--- config.mk ---
export PLATFORM = sky130hd
export DESIGN_NAME = ex_mc_ctrl_flat
export DESIGN_NICKNAME = d
export VERILOG_FILES = /design/src/rtl/ex_mc_if.sv /design/src/rtl/ex_mc_ctrl.sv /design/src/flat_wrapper.sv
export SDC_FILE = /design/constraint.sdc
export NUM_CORES = 1
export LEC_CHECK = 0
export ABC_AREA = 1
export BUFFER_PORTS_ARGS = -buffer_cell sky130_fd_sc_hd__buf_2
export CORE_UTILIZATION = 38
export CTS_CLUSTER_DIAMETER = 50
export CTS_CLUSTER_SIZE = 30
export DETAILED_ROUTE_END_ITERATION = 6
export PLACE_DENSITY_LB_ADDON = 0.25
export SYNTH_ARGS = -nofsm -noshare
export SYNTH_HDL_FRONTEND = slang
export SYNTH_SLANG_ARGS = --single-unit
--- constraint.sdc ---
create_clock -name clk -period 1.8 [get_ports clk]
set_input_delay 0.45 -clock clk [delete_from_list [all_inputs] [get_ports clk]]
set_output_delay 0.45 -clock clk [all_outputs]
set_load 0.01 [all_outputs]
--- src/rtl/ex_mc_if.sv ---
// Bundle between EX decode, the hazard logic, the multi-cycle units and the sequencer.
// The slave modport is the sequencer's view; master is the surrounding pipeline/unit side.
interface ex_mc_if #(
    parameter int NUNITS = 2,
    parameter int W      = 32,
    parameter int UW     = (NUNITS > 1) ? $clog2(NUNITS) : 1
);
    logic                  req_valid;
    logic [UW-1:0]         req_unit;
    logic                  ext_stall;
    logic                  flush;
    logic [NUNITS-1:0]     unit_start;
    logic [NUNITS-1:0]     unit_abort;
    logic [NUNITS-1:0]     unit_done;
    logic [NUNITS*W-1:0]   unit_res;
    logic                  stall_req;
    logic [W-1:0]          res;
    logic                  res_valid;
    logic                  timeout_trap;
    logic                  busy;

    modport slave (
        input  req_valid, req_unit, ext_stall, flush, unit_done, unit_res,
        output unit_start, unit_abort, stall_req, res, res_valid, timeout_trap, busy
    );

    modport master (
        output req_valid, req_unit, ext_stall, flush, unit_done, unit_res,
        input  unit_start, unit_abort, stall_req, res, res_valid, timeout_trap, busy
    );
endinterface

--- src/rtl/ex_mc_ctrl.sv ---
// EX-stage sequencer for multi-cycle units: starts one unit, stalls the pipe while it runs,
// captures its result, and aborts it on flush or after TIMEOUT unstalled run cycles.
module ex_mc_ctrl #(
    parameter int NUNITS  = 2,
    parameter int W       = 32,
    parameter int TIMEOUT = 64,
    parameter int UW      = (NUNITS > 1) ? $clog2(NUNITS) : 1
) (
    input  logic     clk,
    input  logic     reset_n,
    ex_mc_if.slave   bus
);
    localparam int CW = $clog2(TIMEOUT + 1);

    typedef enum logic [1:0] {IDLE, RUN, DONE} state_t;

    state_t             state_q, state_d;
    logic [UW-1:0]      sel_q, sel_d;
    logic [CW-1:0]      cnt_q, cnt_d;
    logic [W-1:0]       res_q, res_d;
    logic               trap_q, trap_d;
    logic [NUNITS-1:0]  start_vec, abort_vec;
    logic               sel_done;
    logic [W-1:0]       sel_res;

    assign sel_done = bus.unit_done[sel_q];
    assign sel_res  = bus.unit_res[sel_q*W +: W];

    always_ff @(posedge clk) begin
        if (!reset_n) begin
            state_q <= IDLE;
            sel_q   <= '0;
            cnt_q   <= '0;
            res_q   <= '0;
            trap_q  <= 1'b0;
        end else begin
            state_q <= state_d;
            sel_q   <= sel_d;
            cnt_q   <= cnt_d;
            res_q   <= res_d;
            trap_q  <= trap_d;
        end
    end

    always_comb begin
        state_d   = state_q;
        sel_d     = sel_q;
        cnt_d     = cnt_q;
        res_d     = res_q;
        trap_d    = trap_q;
        start_vec = '0;
        abort_vec = '0;
        case (state_q)
            IDLE: begin
                if (bus.req_valid && !bus.flush && !bus.ext_stall) begin
                    start_vec = NUNITS'(1) << bus.req_unit;
                    sel_d     = bus.req_unit;
                    cnt_d     = '0;
                    trap_d    = 1'b0;
                    state_d   = RUN;
                end
            end
            RUN: begin
                // Flush beats a same-cycle done or timeout; a done beats a same-cycle timeout.
                if (bus.flush) begin
                    abort_vec = NUNITS'(1) << sel_q;
                    state_d   = IDLE;
                end else if (sel_done) begin
                    res_d   = sel_res;
                    state_d = DONE;
                end else if (!bus.ext_stall && cnt_q == CW'(TIMEOUT - 1)) begin
                    abort_vec = NUNITS'(1) << sel_q;
                    res_d     = '0;
                    trap_d    = 1'b1;
                    state_d   = DONE;
                end else if (!bus.ext_stall) begin
                    cnt_d = cnt_q + 1'b1;
                end
            end
            DONE: begin
                if (bus.flush || !bus.ext_stall) begin
                    state_d = IDLE;
                end
            end
            default: state_d = IDLE;
        endcase
    end

    // Every output is held at zero while reset is asserted, including mid-run aborts.
    assign bus.unit_start   = reset_n ? start_vec : '0;
    assign bus.unit_abort   = reset_n ? abort_vec : '0;
    assign bus.stall_req    = reset_n && bus.req_valid && !bus.flush && (state_q != DONE);
    assign bus.res          = reset_n ? res_q : '0;
    assign bus.res_valid    = reset_n && (state_q == DONE);
    assign bus.timeout_trap = reset_n && (state_q == DONE) && trap_q;
    assign bus.busy         = reset_n && (state_q != IDLE);
endmodule

--- src/flat_wrapper.sv ---
// flat-port wrapper written by rule: the top's interface ports become plain ports
module ex_mc_ctrl_flat 
#(
    parameter int NUNITS  = 2,
    parameter int W       = 32,
    parameter int TIMEOUT = 64,
    parameter int UW      = (NUNITS > 1) ? $clog2(NUNITS) : 1
)
  (clk, reset_n, bus_req_valid, bus_req_unit, bus_ext_stall, bus_flush, bus_unit_done, bus_unit_res, bus_unit_start, bus_unit_abort, bus_stall_req, bus_res, bus_res_valid, bus_timeout_trap, bus_busy);
  ex_mc_if #(.NUNITS(NUNITS), .W(W), .UW(UW)) bus_i ();
  input  logic clk;
  input  logic reset_n;
  input wire logic [$bits(bus_i.req_valid)-1:0] bus_req_valid;
  input wire logic [$bits(bus_i.req_unit)-1:0] bus_req_unit;
  input wire logic [$bits(bus_i.ext_stall)-1:0] bus_ext_stall;
  input wire logic [$bits(bus_i.flush)-1:0] bus_flush;
  input wire logic [$bits(bus_i.unit_done)-1:0] bus_unit_done;
  input wire logic [$bits(bus_i.unit_res)-1:0] bus_unit_res;
  output wire logic [$bits(bus_i.unit_start)-1:0] bus_unit_start;
  output wire logic [$bits(bus_i.unit_abort)-1:0] bus_unit_abort;
  output wire logic [$bits(bus_i.stall_req)-1:0] bus_stall_req;
  output wire logic [$bits(bus_i.res)-1:0] bus_res;
  output wire logic [$bits(bus_i.res_valid)-1:0] bus_res_valid;
  output wire logic [$bits(bus_i.timeout_trap)-1:0] bus_timeout_trap;
  output wire logic [$bits(bus_i.busy)-1:0] bus_busy;
  assign bus_i.req_valid = bus_req_valid;
  assign bus_i.req_unit = bus_req_unit;
  assign bus_i.ext_stall = bus_ext_stall;
  assign bus_i.flush = bus_flush;
  assign bus_i.unit_done = bus_unit_done;
  assign bus_i.unit_res = bus_unit_res;
  assign bus_unit_start = bus_i.unit_start;
  assign bus_unit_abort = bus_i.unit_abort;
  assign bus_stall_req = bus_i.stall_req;
  assign bus_res = bus_i.res;
  assign bus_res_valid = bus_i.res_valid;
  assign bus_timeout_trap = bus_i.timeout_trap;
  assign bus_busy = bus_i.busy;
  ex_mc_ctrl #(.NUNITS(NUNITS), .W(W), .TIMEOUT(TIMEOUT), .UW(UW)) u_core (.clk(clk), .reset_n(reset_n), .bus(bus_i));
endmodule
==> impl_metrics.env <==
export IMPL_htreeDepth=2
export IMPL_cts_tree="yes"
export IMPL_synth_cells=289
export IMPL_crit_path_end_kind="output port"
export IMPL_wl_per_cell_um=11.4
export IMPL_synthXorXnorAreaFrac=0
export IMPL_critPathMaxStageDelay_ns=0.36
export IMPL_r2r_cells=11
export IMPL_antennaDiodeCount=0
export IMPL_instances_no_fill=483
export IMPL_ioPinCount=112
export IMPL_violations="setup timing"
export IMPL_clk_pin_slew_ns=0.08
export IMPL_path_cells="ha_4 -> nand2_4 -> nor2_4 -> nand3_2 -> o21ai_1 -> and3_1 -> buf_2"
export IMPL_mostFrequentLayoutCells="111 x buf_2, 58 x nand2_1, 44 x inv_1"
export IMPL_setup_viol=2
export IMPL_muxShareOfSynthArea=0.143
export IMPL_max_slew_margin=0.744
export IMPL_antenna_found_initial=0
export IMPL_die_height_um=78.8
export IMPL_status="finished, violations left"
export IMPL_drt_iter0_drc=90
export IMPL_io_buffers=111
export IMPL_grtUsageTotal=0.185
export IMPL_timing_fmax_mhz=523
export IMPL_yosys_area_share_simple=0.225
export IMPL_holdPathStages=3
export IMPL_critPathKind="reg2out"
export IMPL_clk_latency_ns=0.29
export IMPL_crit_path_top_delay_cell="dfxtp_2"
export IMPL_worstPathRequired_ns=1.35
export IMPL_synth_top_family_by_area="simple AND/OR/NAND/NOR gates"
export IMPL_die_w_um=78.8
export IMPL_crit_fanout=3
export IMPL_ys_types=31
export IMPL_viasPerCell=4.71
export IMPL_drive_above_1_share=0.399
export IMPL_vdd_ir_drop_max_uv=379
export IMPL_grt_max_degree=33
export IMPL_first_global_vias=2017
export IMPL_final_common_cell="buf_2"
export IMPL_r2r_slack_ns=0.22
export IMPL_maxSlewViolCount=0
export IMPL_grtUsageMet3=0.0437
export IMPL_cts_root_buf="clkbuf_8"
export IMPL_numCtsBuffers=5
export IMPL_syn_to_final_growth_pct=38.3
export IMPL_p_per_area_mw_per_mm2=584
export IMPL_worstMarginPinSlew_ns=0.384
export IMPL_synth_fp_nets=362
export IMPL_finalWorstSetupSlack_ns=-0.112
export IMPL_cp_arrival_ns=1.46
export IMPL_gr_max_usage_layer="met2"
export IMPL_drc_errors=0
export IMPL_first_pass_iters=4
export IMPL_grt_pass1_wl_um=9000
export IMPL_rsz0062_at_grt="true"
export IMPL_fin_worst_skew_ns=0.00531
export IMPL_fin_crit_sh=1.06
export IMPL_synth_area_mm2=0.00224
export IMPL_hold_buffers=0
export IMPL_postLayoutCoreUtil=0.552
export IMPL_dp_hpwl_um=4120
export IMPL_globalRouteMet1Util=0.232
export IMPL_synth_compound_area_frac=0.119
export IMPL_yosysWarnings=0
export IMPL_synth_seq_cells=43
export IMPL_rows=27
export IMPL_start_kind="register"
export IMPL_met2_usage=0.310
export IMPL_ys_seq_area_frac=0.385
export IMPL_cap_viol_max_count=0
export IMPL_synthAdderAreaFrac=0.00559
export IMPL_num_vias=2273
export IMPL_gp_congestion=0.938
export IMPL_hold_ws_ns=0.445
export IMPL_coreArea_mm2=0.00561
export IMPL_grt_overflow=0
export IMPL_cts_num_sinks=43
export IMPL_finalHoldViolations=0
export IMPL_crit_cells=7
export IMPL_routed_wl_um=5490
export IMPL_p_leak_nw=1.77
export IMPL_ant_nets=0
export IMPL_finalPower_mw=1.81
export IMPL_hp_class="in2reg"
export IMPL_placed_cells=467
export IMPL_path_buf_inv=1
export IMPL_cp_top_family="simple AND/OR/NAND/NOR gates"
export IMPL_initial_core_util=0.399
export IMPL_clk_path_buf_depth=2
export IMPL_fin_nets=483
export IMPL_die_area_mm2=0.00620
export IMPL_period_minus_slack_ns=1.91
export IMPL_dp_slack_ns=0.0480
export IMPL_synth_avg_cell_area_um2=7.75
[stage by stage]
step / setup TNS, ns / area [um2]
finish: -0.222 / 3100
detailed placement: 0 / 2900
global route: -0.396 / 3100
global placement: 0 / 2900
CTS: -0.168 / 3070
floorplan: 0 / 2240
[cell usage after synthesis (all sizes together)]
cell | number | area [um2]
nand3b | 1 | 20.0
o21ai | 6 | 33.8
nor2 | 27 | 135
nand2 | 63 | 249
dfxtp | 43 | 861
a31oi | 1 | 6.26
inv | 48 | 180
nor3 | 1 | 5.00
mux2i | 32 | 320
clkinv | 1 | 3.75
or2 | 1 | 6.26
nand3 | 8 | 50.1
and3 | 2 | 12.5
o22ai | 33 | 206
a21oi | 4 | 20.0
ha | 1 | 12.5
nor3b | 1 | 7.51
clkbuf | 1 | 3.75
buf | 13 | 86.3
nand4 | 2 | 18.8
[worst paths after layout]
check | start | end
worst min-delay path | bus_req_unit | u_core.sel_q$_SDFFE_PN0P_
worst max-delay path | u_core.cnt_q[1]$_SDFFE_PN0P_ | bus_unit_abort[0]
worst min register to register | u_core.res_q[0]$_SDFFE_PN0P_ | u_core.res_q[0]$_SDFFE_PN0P_
worst max register to register | u_core.cnt_q[1]$_SDFFE_PN0P_ | u_core.cnt_q[1]$_SDFFE_PN0P_
[sequential cells by signal (all words and copies together) (netlist names)]
signal          flops
u_core.trap_q       1
u_core.state_q      2
u_core.sel_q        1
u_core.res_q       32
u_core.cnt_q        7
[power by group]
group | switching (mW) | internal (mW) | leakage [nW]
sequential | 0.00902 | 0.961 | 0.350
combinational | 0.118 | 0.119 | 1.38
clock | 0.329 | 0.271 | 0.0412
[cell families after synthesis]
logic type	after synthesis
AOI/OAI and AO/OA	44
and+or+nand+nor	106
buffers and inverters	63
adders and majority gates	1
muxes	32
DFF	43
[worst reg2reg max path: stages, from the launching register on]
cell and delay [ns]:
dfxtp_2 0.36, ha_4 0.15, nand2_4 0.06, nor2_4 0.13, buf_4 0.11, buf_4 0.10, nand2_1 0.07, nand4_2 0.12
nand2_2 0.11, nor2_1 0.18, nand2_1 0.07, nand2_1 0.06
[metal layers]
metal	share of wire	vias to the layer above
li1	-	1180
met1	0.43	991
met2	0.47	94
met3	0.077	8
met4	0.014	0
met5	0	-
[cell type report]
cell class,count,area [um2]
Clock buffer,6,72.6
Clock inverter,2,12.5
Fill cell,576,2510
Inverter,49,184
Multi-Input combinational cell,183,1140
Sequential cell,43,871
Tap cell,72,90.1
Timing Repair Buffer,128,721
[repair_timing]
item,in CTS,in global routing
gates resized for setup,13,6
setup buffers,7,1
pin swaps,3,4
setup endpoints to repair,2,4
Power figures use the tool's default switching activity.
